**src/rtl/bcd_pkg.sv**
```systemverilog
// Shared types and helpers for the four-digit BCD counter and display scanner.
package bcd_pkg;

  localparam int         NUM_DIGITS = 4;
  localparam logic [3:0] BCD_MAX    = 4'd9;

  typedef logic [3:0]              bcd_t;
  typedef bcd_t [NUM_DIGITS-1:0]   bcd4_t;

  // Out-of-range nibbles saturate at 9 so the count is always valid BCD.
  function automatic bcd_t bcd_clamp(input bcd_t nib);
    return (nib > BCD_MAX) ? BCD_MAX : nib;
  endfunction

endpackage

```
**src/rtl/bcd_counter_scan_if.sv**
```systemverilog
// Control/status bundle between a host and the BCD counter/scanner.
interface bcd_counter_scan_if;

  logic        en;
  logic        inc;
  logic        up;
  logic        clr;
  logic        load;
  logic [15:0] load_val;
  logic [15:0] count;
  logic        wrap;
  logic [3:0]  dig;
  logic [3:0]  an;

  modport master (
    output en, inc, up, clr, load, load_val,
    input  count, wrap, dig, an
  );

  modport slave (
    input  en, inc, up, clr, load, load_val,
    output count, wrap, dig, an
  );

endinterface

```
**src/rtl/bcd_digit_cell.sv**
```systemverilog
// One BCD digit register; cells chain units-first through cin/cout.
module bcd_digit_cell
  import bcd_pkg::*;
(
  input  logic clk,
  input  logic rst_n,
  input  logic step,
  input  logic up,
  input  logic cin,
  input  logic clr,
  input  logic load,
  input  bcd_t load_val,
  output bcd_t digit,
  output logic cout
);

  bcd_t digit_q;
  bcd_t digit_d;

  always_comb begin
    digit_d = digit_q;
    if (clr) begin
      digit_d = '0;
    end else if (load) begin
      digit_d = bcd_clamp(load_val);
    end else if (step && cin) begin
      if (up) begin
        digit_d = (digit_q == BCD_MAX) ? 4'd0 : digit_q + 4'd1;
      end else begin
        digit_d = (digit_q == 4'd0) ? BCD_MAX : digit_q - 4'd1;
      end
    end
  end

  always_ff @(posedge clk or negedge rst_n) begin
    if (!rst_n) begin
      digit_q <= '0;
    end else begin
      digit_q <= digit_d;
    end
  end

  // Ripple to the next digit only when this one is rolling over.
  assign cout  = cin & (up ? (digit_q == BCD_MAX) : (digit_q == 4'd0));
  assign digit = digit_q;

endmodule

```
**src/rtl/bcd_counter_scan.sv**
```systemverilog
// Four-digit BCD up/down counter with a multiplexed common-anode display scanner.
module bcd_counter_scan
  import bcd_pkg::*;
#(
  parameter int SCAN_DIV = 50000,
  parameter bit LZ_BLANK = 1'b1
) (
  input  logic                clk,
  input  logic                rst_n,
  bcd_counter_scan_if.slave   bus
);

  localparam int              PRE_W    = (SCAN_DIV > 2) ? $clog2(SCAN_DIV) : 1;
  localparam logic [PRE_W-1:0] PRE_LAST = PRE_W'(SCAN_DIV - 1);

  logic                  step;
  bcd4_t                 digits;
  logic [NUM_DIGITS:0]   carry;

  logic [PRE_W-1:0]      pre_q, pre_d;
  logic [1:0]            slot_q, slot_d;
  bcd_t                  dig_q, dig_d;
  logic [3:0]            an_q, an_d;
  logic                  wrap_q, wrap_d;
  logic                  sel_blank;

  assign step     = bus.en & bus.inc & ~bus.clr & ~bus.load;
  assign carry[0] = 1'b1;

  for (genvar g = 0; g < NUM_DIGITS; g++) begin : g_cell
    bcd_digit_cell u_cell (
      .clk      (clk),
      .rst_n    (rst_n),
      .step     (step),
      .up       (bus.up),
      .cin      (carry[g]),
      .clr      (bus.clr),
      .load     (bus.load),
      .load_val (bus.load_val[4*g +: 4]),
      .digit    (digits[g]),
      .cout     (carry[g+1])
    );
  end

  always_comb begin
    pre_d  = (pre_q == PRE_LAST) ? '0 : pre_q + 1'b1;
    slot_d = (pre_q == PRE_LAST) ? slot_q + 2'd1 : slot_q;
    wrap_d = step & carry[NUM_DIGITS];
  end

  // A slot above the units is dark when it and every digit above it are zero.
  always_comb begin
    sel_blank = LZ_BLANK && (slot_q != 2'd0);
    for (int i = 0; i < NUM_DIGITS; i++) begin
      if ((i >= int'(slot_q)) && (digits[i] != 4'd0)) begin
        sel_blank = 1'b0;
      end
    end
  end

  always_comb begin
    dig_d = '0;
    an_d  = 4'b1111;
    if (!sel_blank) begin
      dig_d = digits[slot_q];
      an_d  = ~(4'b0001 << slot_q);
    end
  end

  always_ff @(posedge clk or negedge rst_n) begin
    if (!rst_n) begin
      pre_q  <= '0;
      slot_q <= 2'd0;
      dig_q  <= '0;
      an_q   <= 4'b1111;
      wrap_q <= 1'b0;
    end else begin
      pre_q  <= pre_d;
      slot_q <= slot_d;
      dig_q  <= dig_d;
      an_q   <= an_d;
      wrap_q <= wrap_d;
    end
  end

  assign bus.count = digits;
  assign bus.wrap  = wrap_q;
  assign bus.dig   = dig_q;
  assign bus.an    = an_q;

endmodule
```
**src/flat_wrapper.sv**
```systemverilog
// flat-port wrapper written by rule: the top's interface ports become plain ports
module bcd_counter_scan_flat import bcd_pkg::*;
#(
  parameter int SCAN_DIV = 50000,
  parameter bit LZ_BLANK = 1'b1
)
  (clk, rst_n, bus_en, bus_inc, bus_up, bus_clr, bus_load, bus_load_val, bus_count, bus_wrap, bus_dig, bus_an);
  bcd_counter_scan_if bus_i ();
  input  logic clk;
  input  logic rst_n;
  input wire logic [$bits(bus_i.en)-1:0] bus_en;
  input wire logic [$bits(bus_i.inc)-1:0] bus_inc;
  input wire logic [$bits(bus_i.up)-1:0] bus_up;
  input wire logic [$bits(bus_i.clr)-1:0] bus_clr;
  input wire logic [$bits(bus_i.load)-1:0] bus_load;
  input wire logic [$bits(bus_i.load_val)-1:0] bus_load_val;
  output wire logic [$bits(bus_i.count)-1:0] bus_count;
  output wire logic [$bits(bus_i.wrap)-1:0] bus_wrap;
  output wire logic [$bits(bus_i.dig)-1:0] bus_dig;
  output wire logic [$bits(bus_i.an)-1:0] bus_an;
  assign bus_i.en = bus_en;
  assign bus_i.inc = bus_inc;
  assign bus_i.up = bus_up;
  assign bus_i.clr = bus_clr;
  assign bus_i.load = bus_load;
  assign bus_i.load_val = bus_load_val;
  assign bus_count = bus_i.count;
  assign bus_wrap = bus_i.wrap;
  assign bus_dig = bus_i.dig;
  assign bus_an = bus_i.an;
  bcd_counter_scan #(.SCAN_DIV(SCAN_DIV), .LZ_BLANK(LZ_BLANK)) u_core (.clk(clk), .rst_n(rst_n), .bus(bus_i));
endmodule
```
**config.mk**
```make
export PLATFORM = sky130hd
export DESIGN_NAME = bcd_counter_scan_flat
export DESIGN_NICKNAME = d
export VERILOG_FILES = /design/src/rtl/bcd_pkg.sv /design/src/rtl/bcd_counter_scan_if.sv /design/src/rtl/bcd_digit_cell.sv /design/src/rtl/bcd_counter_scan.sv /design/src/flat_wrapper.sv
export SDC_FILE = /design/constraint.sdc
export NUM_CORES = 1
export LEC_CHECK = 0
export BUFFER_PORTS_ARGS = -buffer_cell sky130_fd_sc_hd__buf_2
export CORE_ASPECT_RATIO = 0.8
export CORE_UTILIZATION = 36
export DETAILED_ROUTE_END_ITERATION = 10
export PLACE_DENSITY = 0.55
export SKIP_CTS_REPAIR_TIMING = 1
export SKIP_LAST_GASP = 1
export SYNTH_ARGS = -nofsm -noshare
export SYNTH_HDL_FRONTEND = slang
export SYNTH_HIERARCHICAL = 1
export SYNTH_SLANG_ARGS = --single-unit
```
**constraint.sdc**
```tcl
create_clock -name clk -period 2.6 [get_ports clk]
set_input_delay 0.26 -clock clk [delete_from_list [all_inputs] [get_ports clk]]
set_output_delay 0.26 -clock clk [all_outputs]
set_load 0.05 [all_outputs]
```
==> results of run 1 <==
synthesized netlist by cell type, drive strengths merged (5+ instances only):
library cell / instances / area, um2
nor2b: 21 / 131
nand3: 14 / 70.1
a21oi: 21 / 105
inv: 7 / 26.3
nor3: 16 / 80.1
o21ai: 12 / 60.1
ha: 5 / 62.6
nor4: 15 / 131
xnor2: 14 / 123
or3: 8 / 50.1
buf: 17 / 123
nor2: 34 / 128
xor2: 5 / 43.8
dfrtp: 39 / 976
nand2: 32 / 120
critical path, stage by stage (launching register included):
cell and delay, ns:
dfrtp_2 0.40, or3_1 0.38, a21oi_2 0.16, nand2_1 0.09, a21oi_2 0.13, nand2_1 0.08
a21oi_2 0.22, nand2_1 0.15, or3_1 0.32, a311oi_1 0.27
cell families (layout without fill, tap and decap cells):
family,count (synthesis),in the layout,share of synthesized area
buffers and inverters,25,84,0.0532
xor gates and xnor gates,19,19,0.0580
DFF,43,43,0.377
muxes,5,5,0.0353
and+or+nand+nor,171,171,0.331
other,1,5,0.00131
AOI/OAI and AO/OA,57,57,0.122
adders and majority gates,5,5,0.0218
per-stage QoR:
step | util | hold slack (ns) | setup WS, ns | cells | power, uW
after floorplan | - | -0.0356 | 0.0142 | 330 | 932
after global placement | 0.437 | 0.346 | 0.348 | 486 | 1040
after detailed placement | 0.437 | 0.347 | 0.284 | 486 | 1040
after CTS | 0.452 | 0.0111 | 0.305 | 494 | 1580
after global routing | 0.452 | 0.0465 | 0.115 | 494 | 1640
final | 0.452 | -0.0144 | 0.302 | 494 | 1570
flip-flops by register name, indices dropped and copies added, names as in the netlist:
register	cells
u_core/bus.an	4
u_core/bus.dig	4
u_core/bus.wrap	1
u_core/g_cell.u_cell/digit	16
u_core/pre_q	16
u_core/slot_q	2
final timing paths:
path	cells after the start	slack, ns	from	end
max reg2reg	9	0.30	u_core/g_cell[0].u_cell/digit[0]	u_core/g_cell[3].u_cell/digit[3]
max in group asynchronous	2	1.93	rst_n	u_core/g_cell[3].u_cell/digit[0]
max	9	0.30	u_core/g_cell[0].u_cell/digit[0]	u_core/g_cell[3].u_cell/digit[3]
min reg2reg	1	0.50	u_core/pre_q[0]	u_core/pre_q[0]
min in group clk	3	0.15	bus_load_val[6]	u_core/g_cell[1].u_cell/digit[2]
min	1	-0.01	rst_n	u_core/g_cell[1].u_cell/digit[2]
per-layer routing:
metal / wire (um) / up-vias / GRT usage
met5: 0 / - / 0
met4: 114 / 0 / 0.0536
met3: 400 / 9 / 0.0391
met2: 3190 / 72 / 0.276
met1: 3720 / 1230 / 0.279
li1: - / 1293 / -
layout make-up:
class,count,area (um2)
inverter,7,26.3
sequential,43,1080
timing repair buffer,69,400
tap,105,131
clock inverter,3,43.8
multi-input combinational,262,1670
clock buffer,5,68.8
fill,790,4150
report_power, final:
group | leakage, uW | switching, uW | internal [uW]
Combinational | 0.000839 | 211 | 112
Clock | 0.0000581 | 255 | 286
Sequential | 0.000555 | 16.9 | 686
==> qor.yml, run 1 <==
port-buffer-count: 47
drt-total-wl_mm: 7.42
maxCapViolCount: 0
start_util: 0.379
setup_tns_ns: 0
yosys_register_bits: 43
cts_tree: "built"
worst_pin_slew_ns: 0.684
path_class: "reg2reg"
setup_viol: 0
power_density_nw_per_um2: 458
seq_area_frac_synth: 0.377
critPathMaxFanout: 5
layout_commonest_cell: "buf_2"
cts-root-buf: "clkbuf_8"
ys.warnings.count: 6
synthToLayoutAreaGrowth_pct: 19.2
io-pin-count: 48
clockBufferDepth: 2
status: "complete, but fails checks"
dpl_cell_area_um2: 3310
rsz0062_at_grt: "no"
period_share: 0.884
grt_pass1_wl_mm: 12.0
first_pass_iters: 4
worst_skew_pair.late_latency_ns: 0.31
layout_common_cells: "buf_2 (47), dfrtp_1 (37), nor2_1 (34), nand2_1 (32), buf_4 (22)"
hold_viol: 23
ys_types: 40
async_reset_ff_frac: 1.00
peakVddDrop_uv: 202
htree_levels: 2
syn_area_per_cell_um2: 8.80
clk_pin_slew_ns: 0.09
core-area_um2: 7570
grt_pass1_vias: 2306
startpoint_type: "register"
synth_edf_count: 0
nets: 416
syn_area_um2: 2870
num_rows: 28
worstPathRequired_ns: 2.81
grt_max_degree: 29
finClkSkew_ns: 0.00680
place_hpwl_mm: 5.26
postRouteAntennaNets: 0
grtUsageTotal: 0.189
antenna_cells: 0
cts_buffers: 5
wl_per_cell_um: 15.0
holdWs_ns: -0.0144
gr-total-overflow: 0
die_area_um2: 8330
antenna_found_initial: 0
fmax_ghz: 0.435
arrival_ns: 2.50
failed_checks: "negative hold slack"
endpoint_kind: "register"
min_period_ns: 2.30
viasPerCell: 5.27
fin_area_um2: 3420
hp-class: "in2async"
die_width_um: 102
power.leakage_uw: 0.00145
die_h_um: 81.8
cts_num_sinks: 43
drc_errors: 0
gp_congestion: 0.795
slew_violations: 0
syn_inst: 326
relSlewSlack: 0.544
drt_iter0_markers: 133
drive_gt1_frac: 0.262
vias: 2604
synthFlopType: "dfrtp_1"
No activity file was read; power rests on OpenSTA's default activity.
==> run 2: changes to the inputs <==
--- a/config.mk
+++ b/config.mk
@@ -6,10 +6,11 @@
 export NUM_CORES = 1
 export LEC_CHECK = 0
 export BUFFER_PORTS_ARGS = -buffer_cell sky130_fd_sc_hd__buf_2
+export CAP_MARGIN = 30
 export CORE_ASPECT_RATIO = 0.8
 export CORE_UTILIZATION = 36
 export DETAILED_ROUTE_END_ITERATION = 10
-export PLACE_DENSITY = 0.55
+export PLACE_DENSITY = 0.53
 export SKIP_CTS_REPAIR_TIMING = 1
 export SKIP_LAST_GASP = 1
 export SYNTH_ARGS = -nofsm -noshare
==> constraint.sdc (replaced) <==
create_clock -name clk -period 2.48 [get_ports clk]
set_input_delay 0.248 -clock clk [delete_from_list [all_inputs] [get_ports clk]]
set_output_delay 0.248 -clock clk [all_outputs]
set_load 0.05 [all_outputs]
==> run 2 against run 1 <==
Compared with the run above:
- the flow now finishes without violations
- global-route usage fell by 0.27 points
- utilization about the same
- sequential power is 4.1% higher
- largest power group unchanged
- via count up 0.12%
==> qor.yml, run 2 (same netlist as run 1, synthesis figures left out) <==
io-pin-count: 48
path_cells: "or3_1 -> a21oi_2 -> nand2_1 -> a21oi_4 -> nand2_1 -> a21oi_4 -> nand2_1 -> or3_1 -> a311oi_1"
slowest_stage: "dfrtp_2"
grtUsageTotal: 0.186
start_util: 0.379
cts_num_sinks: 43
place_hpwl_mm: 5.27
power.total_uw: 1550
wl_per_cell_um: 14.9
clk_pin_slew_ns: 0.09
maxCapViolCount: 0
vias: 2607
peakVddDrop_uv: 210
worst_pin_slew_ns: 0.577
antenna_found_initial: 0
cts-root-buf: "clkbuf_8"
dpl_cell_area_um2: 3310
layout_commonest_cell: "buf_2"
period_share: 0.927
hp-class: "in2async"
relSlewSlack: 0.615
critPathMostFrequentCell: "nand2_1"
fmax_ghz: 0.435
grt_max_degree: 44
cts_tree: "built"
fin_area_um2: 3420
fin_ws_ns: 0.181
status: "finished clean"
min_period_ns: 2.30
drt_iter0_markers: 116
worstPathRequired_ns: 2.68
postRouteAntennaNets: 0
gp_congestion: 0.768
first_pass_iters: 4
power_density_nw_per_um2: 453
power.leakage_uw: 0.00144
path_class: "reg2reg"
dp_cells: 487
grt_pass1_vias: 2348
layout_common_cells: "buf_2 (47), dfrtp_1 (37), nor2_1 (34), nand2_1 (32), buf_4 (23)"
startpoint_type: "register"
drt-total-wl_mm: 7.36
drc_errors: 0
synthToLayoutAreaGrowth_pct: 19.3
rsz0062_at_grt: "no"
core-area_um2: 7570
gr-total-overflow: 0
clockBufferDepth: 2
fillers: 782
die_h_um: 81.8
worst_skew_pair.late_latency_ns: 0.30
arrival_ns: 2.50
dp_slack_ns: 0.151
setup_viol: 0
num_rows: 28
slew_violations: 0
die_area_um2: 8330
endpoint_kind: "register"
nets: 417
viasPerCell: 5.27
die_width_um: 102
setup_tns_ns: 0
critPathMaxFanout: 5
grt_pass1_wl_mm: 12.0
htree_levels: 2
max_stage_delay_ns: 0.40
cts_buffers: 5
stdcell_count: 495
antenna_cells: 0
finClkSkew_ns: 0.00754
drive_gt1_frac: 0.264
hold_viol: 0
port-buffer-count: 47
## run 2: changes by cell type in the layout (fill, tap and decap cells not counted), sizes merged
cell,previous run,this run
bufinv,1,0
inv,7,8
buf,69,70
clkinvlp,0,2
clkinv,2,0
## run 2: final timing paths
| check | start | to | cells after the start | slack (ns) |
|---|---|---|---|---|
| hold / removal | rst_n | u_core/g_cell[0].u_cell/digit[1] | 2 | 0.02 |
| hold reg to reg | u_core/pre_q[0] | u_core/pre_q[0] | 1 | 0.48 |
| setup / recovery | u_core/g_cell[0].u_cell/digit[3] | u_core/g_cell[3].u_cell/digit[3] | 9 | 0.18 |
| setup reg to reg | u_core/g_cell[0].u_cell/digit[3] | u_core/g_cell[3].u_cell/digit[3] | 9 | 0.18 |
| max in group asynchronous | rst_n | u_core/g_cell[0].u_cell/digit[3] | 2 | 2.05 |
| min in group clk | bus_load_val[6] | u_core/g_cell[1].u_cell/digit[2] | 3 | 0.15 |
## run 2: routing by layer
layer,vias up,share of wire,track usage
met1,1225,0.54,0.286
met3,13,0.048,0.0272
met4,0,0.015,0.0536
met5,-,0,0
met2,69,0.40,0.268
li1,1300,-,-
## run 2: cell type report
type / count / area, um2 / share of cell area
multi-input combinational: 262 / 1680 / 0.491
timing repair buffer: 70 / 408 / 0.119
clock inverter: 3 / 23.8 / 0.00695
tap: 105 / 131 / 0.0384
sequential: 43 / 1080 / 0.317
clock buffer: 5 / 68.8 / 0.0201
inverter: 7 / 26.3 / 0.00768
## run 2: per-stage QoR
step,hold WS [ns],utilization
6_report,0.0178,0.452
5_1_grt,0.0742,0.452
4_1_cts,0.0382,0.450
3_5_place_dp,0.372,0.438
3_3_place_gp,0.364,0.438
2_1_floorplan,-0.0476,-
## run 2: worst max-delay path: cells and delay by family (launching register included)
family / cells / cell delay [ns]
flip-flops: 1 / 0.40
AO/OA/AOI/OAI: 4 / 0.74
AND/OR/NAND/NOR: 5 / 1.06
## run 2: power by group
| group | internal [uW] | switching (uW) | total (uW) |
|---|---|---|---|
| clock | 202 | 268 | 469 |
| combinational | 119 | 228 | 347 |
| sequential | 719 | 13.1 | 732 |
| total | 1040 | 509 | 1550 |
==> run 3: changes to the inputs <==
--- a/config.mk
+++ b/config.mk
@@ -9,8 +9,9 @@
 export CAP_MARGIN = 30
 export CORE_ASPECT_RATIO = 0.8
 export CORE_UTILIZATION = 36
+export CTS_BUF_LIST = sky130_fd_sc_hd__clkbuf_2 sky130_fd_sc_hd__clkbuf_4 sky130_fd_sc_hd__clkbuf_8
 export DETAILED_ROUTE_END_ITERATION = 10
-export PLACE_DENSITY = 0.53
+export PLACE_DENSITY = 0.65
 export SKIP_CTS_REPAIR_TIMING = 1
 export SKIP_LAST_GASP = 1
 export SYNTH_ARGS = -nofsm -noshare
==> run 3 against run 2 <==
Compared with the run above:
- via count fell by 2.3%
- count of clock-buffer cells in the layout is the same
- worst setup slack improved by 0.038 ns
- wire length is 7.3% lower
- flip-flop and latch count unchanged
- the run now ends with negative hold slack left
==> qor.yml, run 3 (same netlist as run 1, synthesis figures left out) <==
layout_commonest_cell: "buf_2"
vias: 2546
cts_tree: "built"
endpoint: "u_core/g_cell[3].u_cell/digit[3]"
die_width_um: 102
port-buffer-count: 47
die_h_um: 81.8
nets: 414
critPathMaxFanout: 5
rsz0062_at_grt: "no"
layout_common_cells: "buf_2 (47), dfrtp_1 (37), nor2_1 (34), nand2_1 (32), nor2b_1 (21)"
worst_pin_slew_ns: 0.668
min_period_ns: 2.26
hold_viol: 26
relSlewSlack: 0.554
place_hpwl_mm: 4.91
peakVddDrop_uv: 166
endpoint_kind: "register"
setup_viol: 0
drive_gt1_frac: 0.258
cts_num_sinks: 43
drc_errors: 0
wl_per_cell_um: 13.9
timing.rr.start: "u_core/g_cell[0].u_cell/digit[3]"
postRouteAntennaNets: 0
clk_pin_slew_ns: 0.09
grt_pass1_vias: 2388
core-area_um2: 7570
period_share: 0.912
power_density_nw_per_um2: 450
failed_checks: "negative hold slack"
gr-total-overflow: 0
startpoint_type: "register"
antenna_cells: 0
grt_max_degree: 34
arrival_ns: 2.47
grtUsageTotal: 0.176
fin_area_um2: 3380
fmax_ghz: 0.442
final_util: 0.447
io-pin-count: 48
viasPerCell: 5.17
die_area_um2: 8330
hp-class: "in2async"
slew_violations: 0
status: "complete, but fails checks"
htree_levels: 2
r2r-end: "u_core/g_cell[3].u_cell/digit[3]"
worst_skew_pair.late_latency_ns: 0.30
first_pass_iters: 4
fillers: 774
worstSetupStartpoint: "u_core/g_cell[0].u_cell/digit[3]"
finClkSkew_ns: 0.00777
drt_iter0_markers: 244
worstPathRequired_ns: 2.69
reg2regPathDepth: 9
gp_congestion: 0.809
grt_pass1_wl_mm: 11.3
antenna_found_initial: 0
maxCapViolCount: 0
start_util: 0.379
power.leakage_uw: 0.00142
cts-root-buf: "clkbuf_8"
rrSetupSlack_ns: 0.22
num_rows: 28
holdWs_ns: -0.0253
clockBufferDepth: 2
cts_buffers: 5
drt-total-wl_mm: 6.83
synthToLayoutAreaGrowth_pct: 17.9
path_class: "reg2reg"
dpl_cell_area_um2: 3290
==> run 3: cell types whose count changed in the layout (fill, tap and decap cells not counted) <==
cell	delta
buf_4	-3
inv_6	-1
a21oi_2	+2
clkinv_2	+1
a21oi_4	-2
==> run 3: power breakdown <==
part	total (uW)	switching [uW]	internal (uW)
logic	331	216	115
registers	739	19.6	719
clock network	452	256	196
==> run 3: area by class of cell <==
type	count	area, um2	share of cell area
Tap cell	105	131	0.0389
Clock inverter	3	20.0	0.00592
Timing Repair Buffer	67	385	0.114
Sequential cell	43	1080	0.321
Inverter	7	26.3	0.00777
Multi-Input combinational cell	262	1670	0.493
Clock buffer	5	68.8	0.0204
==> run 3: worst max-delay path: stages, from the launching register on <==
cell      delay [ns]
dfrtp_2         0.40
or3_1           0.38
a21oi_2         0.16
nand2_1         0.09
a21oi_2         0.13
nand2_1         0.08
a21oi_2         0.23
nand2_1         0.15
or3_1           0.33
a311oi_1        0.21
==> run 3: worst min path at each step <==
stage / slack (ns) / to
3_3_place_gp: 0.33 / u_core/pre_q[10]
5_1_grt: 0.02 / u_core/pre_q[11]
2_1_floorplan: -0.05 / u_core/bus.dig[0]
6_report: -0.03 / u_core/pre_q[10]
4_1_cts: 0.0002 / u_core/bus.dig[0]
3_5_place_dp: 0.33 / u_core/pre_q[10]
==> run 3: layer usage <==
layer,vias to the layer above,track usage,share of wire
li1,1295,-,-
met5,-,0,0
met3,7,0.0289,0.057
met2,81,0.284,0.45
met4,0,0.0464,0.0081
met1,1163,0.243,0.48
==> run 3: through the flow <==
| step | setup TNS [ns] | total power [uW] | setup slack, ns | std cells |
|---|---|---|---|---|
| 2_1_floorplan | -0.0468 | 978 | -0.0468 | 330 |
| 3_3_place_gp | 0 | 1080 | 0.320 | 484 |
| 3_5_place_dp | 0 | 1080 | 0.251 | 484 |
| 4_1_cts | 0 | 1540 | 0.214 | 492 |
| 5_1_grt | 0 | 1600 | 0.0242 | 492 |
| 6_report | 0 | 1520 | 0.219 | 492 |
